### src/rtl/food_place_ctrl.sv
// Apple placement controller: draws LFSR candidates, rejects stone cells, the head
// and any body segment, then commits the first free cell. Also flags head-on-stone.
module food_place_ctrl #(
  parameter int MAX_TRIES = 16
) (
  input  logic       clk,
  input  logic       rst_n,
  input  logic [1:0] level,
  input  logic       eat_pulse,
  input  logic [5:0] head_x,
  input  logic [4:0] head_y,
  input  logic [5:0] body_len,
  output logic [5:0] body_rd_idx,
  input  logic [5:0] body_rd_x,
  input  logic [4:0] body_rd_y,
  output logic [5:0] apple_x,
  output logic [4:0] apple_y,
  output logic       apple_valid,
  output logic       busy,
  output logic       place_done,
  output logic       place_fail,
  output logic       head_on_stone
);

  localparam int TRY_W = $clog2(MAX_TRIES + 1);
  localparam logic [TRY_W-1:0] TRY_LAST = TRY_W'(MAX_TRIES - 1);

  typedef enum logic [2:0] {
    S_IDLE,
    S_DRAW,
    S_STONE,
    S_BODY,
    S_COMMIT
  } state_t;

  function automatic logic [5:0] map_x(input logic [10:0] r);
    logic [5:0] x;
    x = r[10:5];
    if (x > 6'd38) x = x - 6'd25;
    if (x == 6'd0) x = 6'd1;
    return x;
  endfunction

  function automatic logic [4:0] map_y(input logic [10:0] r);
    logic [4:0] y;
    y = r[4:0];
    if (y > 5'd28) y = y - 5'd3;
    if (y == 5'd0) y = 5'd1;
    return y;
  endfunction

  // Level 3 has no map and behaves like level 0.
  function automatic logic is_stone(input logic [1:0] lvl, input logic [5:0] x,
                                    input logic [4:0] y);
    logic hit_a;
    logic hit_b;
    logic hit;
    hit_a = ((x == 6'd4 || x == 6'd35) && y >= 5'd10 && y <= 5'd19)
         || (y == 5'd5  && x >= 6'd15 && x <= 6'd29)
         || (y == 5'd24 && x >= 6'd10 && x <= 6'd29);
    hit_b = ((x == 6'd4 || x == 6'd20 || x == 6'd35) && y >= 5'd5 && y <= 5'd24)
         || (y == 5'd5 && x >= 6'd15 && x <= 6'd29)
         || ((y == 5'd24 || y == 5'd15) && x >= 6'd10 && x <= 6'd29);
    case (lvl)
      2'd1:    hit = hit_a;
      2'd2:    hit = hit_b;
      default: hit = 1'b0;
    endcase
    return hit;
  endfunction

  state_t           state_q, state_d;
  logic [10:0]      lfsr_q, lfsr_d;
  logic [5:0]       cand_x_q, cand_x_d;
  logic [4:0]       cand_y_q, cand_y_d;
  logic [TRY_W-1:0] tries_q, tries_d;
  logic [5:0]       rd_idx_q, rd_idx_d;
  logic             chk_vld_q, chk_vld_d;
  logic             chk_last_q, chk_last_d;
  logic [5:0]       apple_x_q, apple_x_d;
  logic [4:0]       apple_y_q, apple_y_d;
  logic             apple_valid_q, apple_valid_d;
  logic             place_done_q, place_done_d;
  logic             place_fail_q, place_fail_d;
  logic             hos_q, hos_d;
  logic [1:0]       level_q, level_d;

  logic             retry;
  logic             abort;
  logic             cand_blocked;
  logic             body_hit;
  logic [5:0]       last_idx;

  assign lfsr_d   = {lfsr_q[9:0], lfsr_q[10] ^ lfsr_q[8]};
  assign hos_d    = is_stone(level, head_x, head_y);
  assign level_d  = level;

  // A level change while busy invalidates the candidate against the old map.
  assign abort        = (state_q != S_IDLE) && (level != level_q);
  assign cand_blocked = is_stone(level, cand_x_q, cand_y_q)
                     || (cand_x_q == head_x && cand_y_q == head_y);
  assign body_hit     = chk_vld_q && (body_rd_x == cand_x_q) && (body_rd_y == cand_y_q);
  assign last_idx     = body_len - 6'd1;

  always_comb begin
    state_d       = state_q;
    cand_x_d      = cand_x_q;
    cand_y_d      = cand_y_q;
    tries_d       = tries_q;
    rd_idx_d      = rd_idx_q;
    chk_vld_d     = chk_vld_q;
    chk_last_d    = chk_last_q;
    apple_x_d     = apple_x_q;
    apple_y_d     = apple_y_q;
    apple_valid_d = apple_valid_q;
    place_done_d  = 1'b0;
    place_fail_d  = 1'b0;
    retry         = 1'b0;

    if (abort) begin
      state_d = S_DRAW;
    end else begin
      case (state_q)
        S_IDLE: begin
          if (eat_pulse) begin
            state_d       = S_DRAW;
            apple_valid_d = 1'b0;
            tries_d       = '0;
          end
        end
        S_DRAW: begin
          cand_x_d = map_x(lfsr_q);
          cand_y_d = map_y(lfsr_q);
          state_d  = S_STONE;
        end
        S_STONE: begin
          if (cand_blocked) begin
            retry = 1'b1;
          end else if (body_len == 6'd0) begin
            state_d = S_COMMIT;
          end else begin
            state_d    = S_BODY;
            rd_idx_d   = 6'd0;
            chk_vld_d  = 1'b0;
            chk_last_d = 1'b0;
          end
        end
        S_BODY: begin
          // Read data lags the address by a cycle, so the scan is body_len+1 cycles.
          if (body_hit) begin
            retry = 1'b1;
          end else if (chk_vld_q && chk_last_q) begin
            state_d = S_COMMIT;
          end else begin
            chk_vld_d  = 1'b1;
            chk_last_d = (rd_idx_q == last_idx);
            if (rd_idx_q != last_idx) rd_idx_d = rd_idx_q + 6'd1;
          end
        end
        S_COMMIT: begin
          apple_x_d     = cand_x_q;
          apple_y_d     = cand_y_q;
          apple_valid_d = 1'b1;
          place_done_d  = 1'b1;
          state_d       = S_IDLE;
        end
        default: state_d = S_IDLE;
      endcase
    end

    if (retry) begin
      state_d = S_DRAW;
      if (tries_q == TRY_LAST) begin
        tries_d      = '0;
        place_fail_d = 1'b1;
      end else begin
        tries_d = tries_q + TRY_W'(1);
      end
    end
  end

  always_ff @(posedge clk or negedge rst_n) begin
    if (!rst_n) begin
      state_q       <= S_IDLE;
      lfsr_q        <= 11'd1;
      tries_q       <= '0;
      rd_idx_q      <= 6'd0;
      chk_vld_q     <= 1'b0;
      chk_last_q    <= 1'b0;
      apple_x_q     <= 6'd20;
      apple_y_q     <= 5'd10;
      apple_valid_q <= 1'b1;
      place_done_q  <= 1'b0;
      place_fail_q  <= 1'b0;
      hos_q         <= 1'b0;
      level_q       <= 2'd0;
    end else begin
      state_q       <= state_d;
      lfsr_q        <= lfsr_d;
      tries_q       <= tries_d;
      rd_idx_q      <= rd_idx_d;
      chk_vld_q     <= chk_vld_d;
      chk_last_q    <= chk_last_d;
      apple_x_q     <= apple_x_d;
      apple_y_q     <= apple_y_d;
      apple_valid_q <= apple_valid_d;
      place_done_q  <= place_done_d;
      place_fail_q  <= place_fail_d;
      hos_q         <= hos_d;
      level_q       <= level_d;
    end
  end

  // Candidate is pure data, always rewritten in DRAW before it is used.
  always_ff @(posedge clk) begin
    cand_x_q <= cand_x_d;
    cand_y_q <= cand_y_d;
  end

  assign body_rd_idx   = rd_idx_q;
  assign apple_x       = apple_x_q;
  assign apple_y       = apple_y_q;
  assign apple_valid   = apple_valid_q;
  assign busy          = (state_q != S_IDLE);
  assign place_done    = place_done_q;
  assign place_fail    = place_fail_q;
  assign head_on_stone = hos_q;

endmodule

### config.mk
export PLATFORM = sky130hd
export DESIGN_NAME = food_place_ctrl
export DESIGN_NICKNAME = d
export VERILOG_FILES = /design/src/rtl/food_place_ctrl.sv
export SDC_FILE = /design/constraint.sdc
export NUM_CORES = 1
export LEC_CHECK = 0
export ABC_AREA = 1
export ABC_CLOCK_PERIOD_IN_PS = 2200
export CORE_UTILIZATION = 45
export CTS_BUF_LIST = sky130_fd_sc_hd__clkbuf_4
export CTS_CLUSTER_DIAMETER = 80
export CTS_CLUSTER_SIZE = 40
export DETAILED_ROUTE_END_ITERATION = 12
export PLACE_DENSITY = 0.68
export SKIP_CTS_REPAIR_TIMING = 1
export SLEW_MARGIN = 20
export SYNTH_ARGS = -nofsm -noshare
export SYNTH_HDL_FRONTEND = slang
export SYNTH_SLANG_ARGS = --single-unit
### constraint.sdc
create_clock -name clk -period 2.2 [get_ports clk]
set_clock_uncertainty 0.05 [all_clocks]
set_input_delay 0.44 -clock clk [delete_from_list [all_inputs] [get_ports clk]]
set_output_delay 0.44 -clock clk [all_outputs]
set_load 0.005 [all_outputs]
==> Yosys cells after proc, flatten, opt, wreduce, memory -nomap -nowiden <==
Cells that the tools add are included.
{ "totals": {"register_bits": 55, "output_inout_bits": 22, "mem_bits_ro": 0, "latchBits": 0, "word_cells": 178, "mem_bits_rw": 0, "input_bits": 33, "memories": 0} }
{ "op_classes": {"reduce_logical": 58, "bitwise_logic": 2, "n_mul": 0, "n_addsub": 5, "n_div": 0, "n_eq_ne": 37, "order_cmp": 16, "shift": 0, "n_mux": 45} }
{ "ops": {"columns": ["operator", "n"], "rows": [
  ["two-way mux 6 bit", 8],
  ["two-way mux 5 bit", 8],
  ["logical AND 1 bit", 25],
  [">= comparator 6 x 4 -> 1 bit, second input constant", 4],
  ["two-way mux 3 bit", 7],
  ["<= comparator 5 bit, second input constant", 4],
  ["equality test 6 bit", 3],
  ["logical OR 1 bit", 17],
  ["!= test 4 bit, second input constant", 4],
  ["equality test 5 x 4 -> 1 bit, second input constant", 3],
  ["two-way mux 1 bit", 14],
  ["!= test 2 bit, second input constant", 7],
  ["equality test 6 x 3 -> 1 bit, second input constant", 2],
  ["equality test 6 x 5 -> 1 bit, second input constant", 2],
  ["equality test 6 bit, second input constant", 2],
  ["<= comparator 6 x 5 -> 1 bit, second input constant", 2],
  ["logical NOT 6 bit", 2],
  ["one-hot mux 1 bit (2 select lines)", 6],
  ["one-hot mux 3 bit (4 select lines)", 1],
  ["one-hot mux 6 bit (2 select lines)", 1],
  ["equality test 5 x 3 -> 1 bit, second input constant", 2],
  ["equality test 5 bit", 2],
  ["equality test 5 bit, second input constant", 2],
  [">= comparator 5 x 3 -> 1 bit, second input constant", 2],
  ["26 further kinds", 33]
]} }

==> Longest topological paths before layout <==
{ "logic_depth": {"ltp_word": 14, "mapped_depth": 17, "mapped_depth_nobuf": 17} }

==> Worst setup path before layout <==
OpenSTA, ideal clock, no wires.
{ "synth_path": {"path_kind": "input port to flip-flop", "start": "input level[0]", "end": "register chk_last_q", "t_required_ps": 2033, "setup_slack_ps": 267, "arrival_ps": 1766, "n_path_buf": 0, "path_stages": 14, "setup_time_ps": 117, "path_cell_list": "inv_1 -> ha_1 -> or2_2 -> nand2_1 -> nand2_1 -> nand2_1 -> nand2_1 -> nand2_1 -> nand2_2 -> nand2_4 -> nand2_4 -> nor2_8 -> nand2_4 -> and2_4"} }
{ "synth_via": {"elab_chain_cells": 5, "elab_cells_between_ends": 9, "classes_between": "eq/ne: 4; mux: 1; bitwise: 1; reduce/logical: 3"} }
{ "synth_rtl": {"columns": ["element", "line_no", "rtl"], "rows": [
  ["from (decl)", "8", "input logic [1:0] level,"],
  ["equality test 2 bit or equality test 2 x 1 -> 1 bit (tied branches)", "64", "case (lvl)"],
  ["one-hot mux 1 bit (2 select lines)", "64", null],
  ["logical OR 1 bit", "101", "|| (cand_x_q == head_x && cand_y_q == head_y);"],
  ["!= test 2 bit (no source line)", null, null],
  ["AND reduction 6 bit (no source line) (*)", null, null],
  ["to (signal assigned)", "203", "chk_last_q <= chk_last_d;"],
  ["to (decl)", "79", "logic chk_last_q, chk_last_d;"]
]} }
Mark *: on every way between the ends. The rest lies on a longest branch, timed or not.
A chain may end at the register's enable or synchronous reset.

==> Final worst setup path <==
{ "layout_path": {"start": "register state_q[2]", "end": "output busy"} }
{ "layout_via": {"elab_chain_cells": 1} }
{ "layout_rtl": {"columns": ["element", "line_no", "rtl"], "rows": [
  ["from (decl)", "72", "state_t state_q, state_d;"],
  ["from (signal assigned)", "198", "state_q <= state_d;"],
  ["nonzero test 3 bit", "224", "assign busy = (state_q != S_IDLE);"],
  ["to (decl)", "19", "output logic busy,"]
]} }
Every way passes these cells.

==> out/results.ini <==
[global_routing]
use_met2 = 0.360
gr-max-usage-layer = met2
grt.total_usage = 0.213
grt_pass1_wl_mm = 14.2
use_met3 = 0.0355
antenna_found_initial = 0
grt_max_degree = 45
grtUsageMet1 = 0.281
grt_overflow = 0
grt_pass1_vias = 3114

[floorplan]
core_area_um2 = 7370
die_area_um2 = 8110
rows = 31
start_util = 0.473
die_w_um = 90.0
ios = 55
die_y_um = 90.0

[yosys]
syn-cell-area_um2 = 3490
synth_flop_cell = dfrtp_1
ys.warnings.count = 0
ys_seq_elements = 55
netlist_instances = 453
ys_seq_area_frac = 0.413
synth_cell_types = 42
synth_edf_count = 11
async_reset_ff_frac = 0.800
syn-num-nets = 495
avgSynthCellArea_um2 = 7.70

[setup_path]
arrival_ns = 1.64
startpoint_type = flop
crit_chain = nor3_4 -> inv_1 -> clkdlybuf4s50_1
critPathKind = flop to output port
crit_buf_inv = 2
path_delay_family = buffers and inverters
slowest_stage = dfrtp_2
cp.required_ns = 1.71
path_max_fanout = 3
crit_path_max_incr_delay_ns = 0.48
endpoint_kind = output port

[route]
initialDrtViolationCount = 203
dr.pass1.iters = 5
routedWlPerCell_um = 12.7
viasPerCell = 5.09
ant_nets = 0
drc = 0
vias = 3363
routed_wl_mm = 8.40

[clock_network]
cts_made_buffers = 5
htreeDepth = 2
clkSinkCount = 55
clk_latency_ns = 0.38
cts_tree = built
path_clk_slew_ns = 0.15
cts_root_buffer = clkbuf_4
cts_max_path_buffers = 2

[timing]
hold_viol_final = 0
fin_crit_sh = 0.969
max_freq_ghz = 0.469
worstMarginPinSlew_ns = 0.548
slew_viol_final = 0
rsz0062_at_grt = true
fin_crit_ns = 2.13
relSlewSlack = 0.635
setup_viol = 0

[final_layout]
drive_gt1_frac = 0.173
mostFrequentLayoutCells = 110 x nand2_1, 53 x inv_1, 52 x buf_4
nNetsFinal = 603
syn_to_final_growth_pct = 33.4
antenna_cells = 0
instances_no_fill = 661
final_common_cell = nand2_1
final_area_um2 = 4650

[placed_design]
place_area_um2 = 4480
placedCellCount = 646
hpwl_mm = 6.51
place.port_buffers = 54
gp_congestion = 0.896

[outcome]
status = completed

[pwr]
peakVddDrop_mv = 0.327
power.density_nw_per_um2 = 656
leakagePower_nw = 2.25

[job]
max-cap-violations = 0

[hold_path]
hold_path_class = input port to asynchronous set/reset pin

## flip-flops by register name (all words and copies together) (netlist names)
name and cells:
state_q 3, cand_x_q 6, cand_y_q 5, chk_last_q 1, head_on_stone 1, apple_valid 1
place_done 1, place_fail 1, body_rd_idx 6, apple_x 6, chk_vld_q 1, level_q 2
apple_y 5, lfsr_q 11, tries_q 5
## worst paths after layout
| check | slack [ns] | to | depth (start not counted) | from |
|---|---|---|---|---|
| setup / recovery | 0.07 | busy | 3 | state_q[2] |
| hold / removal | 0.05 | place_done | 2 | rst_n |
| hold reg to reg | 0.35 | lfsr_q[10] | 0 | lfsr_q[9] |
| max in group asynchronous | 1.65 | state_q[2] | 2 | rst_n |
| min in group clk | 0.30 | level_q[1] | 2 | level[1] |
| setup reg to reg | 0.13 | body_rd_idx[1] | 17 | cand_x_q[1] |
## report_power, final
group	internal [mW]	switching, mW
clock network	0.234	0.319
logic	0.561	0.549
registers	1.23	0.157
total	2.03	1.02
## synthesized netlist by cell type, types with 4 or more instances
cell | count | share of area
nand2_4 | 4 | 0.013
o21ai_0 | 21 | 0.030
nor3_1 | 16 | 0.023
nand2_1 | 110 | 0.12
nand4_1 | 10 | 0.018
nor4_1 | 4 | 0.0072
xnor2_1 | 10 | 0.025
dfstp_2 | 6 | 0.045
inv_1 | 53 | 0.057
nand3_1 | 35 | 0.050
o21ai_1 | 4 | 0.0057
ha_1 | 9 | 0.032
or2_1 | 6 | 0.011
nor2_1 | 43 | 0.046
clkbuf_1 | 5 | 0.0054
a21oi_1 | 10 | 0.014
edfxtp_1 | 11 | 0.095
dfrtp_1 | 38 | 0.27
xor2_1 | 19 | 0.048
inv_2 | 7 | 0.0075
## per-layer routing
metal	wire length, um	up-vias
met3	398	9
met5	0	-
li1	-	1704
met1	3760	1564
met2	4130	86
met4	110	0
## per-stage QoR
step | setup WS [ns] | hold WS, ns | setup TNS, ns | power [mW] | util
after detailed placement | -0.343 | 0.320 | -4.68 | 2.47 | 0.608
after CTS | -0.105 | 0.0742 | -0.105 | 3.02 | 0.618
final | 0.0683 | 0.0525 | 0 | 3.05 | 0.631
after floorplan | 0.267 | 0.0944 | 0 | 1.92 | -
after global routing | -0.0253 | 0.0908 | -0.0342 | 3.27 | 0.631
after global placement | -0.281 | 0.313 | -3.93 | 2.45 | 0.608
## layout make-up
| type | count | area (um^2) |
|---|---|---|
| Timing Repair Buffer | 107 | 951 |
| Inverter | 61 | 229 |
| Clock buffer | 5 | 37.5 |
| Fill cell | 651 | 2720 |
| Tap cell | 99 | 124 |
| Clock inverter | 3 | 38.8 |
| Multi-Input combinational cell | 331 | 1830 |
| Sequential cell | 55 | 1440 |
## logic make-up after synthesis
kind of cell,count (synthesis),share of synthesized area
flops,55,0.413
fa+ha+maj,9,0.0323
compound gates,50,0.0872
buf+inv,67,0.0725
xor+xnor,29,0.0728
simple gates,243,0.323
Power figures use the tool's default switching activity.
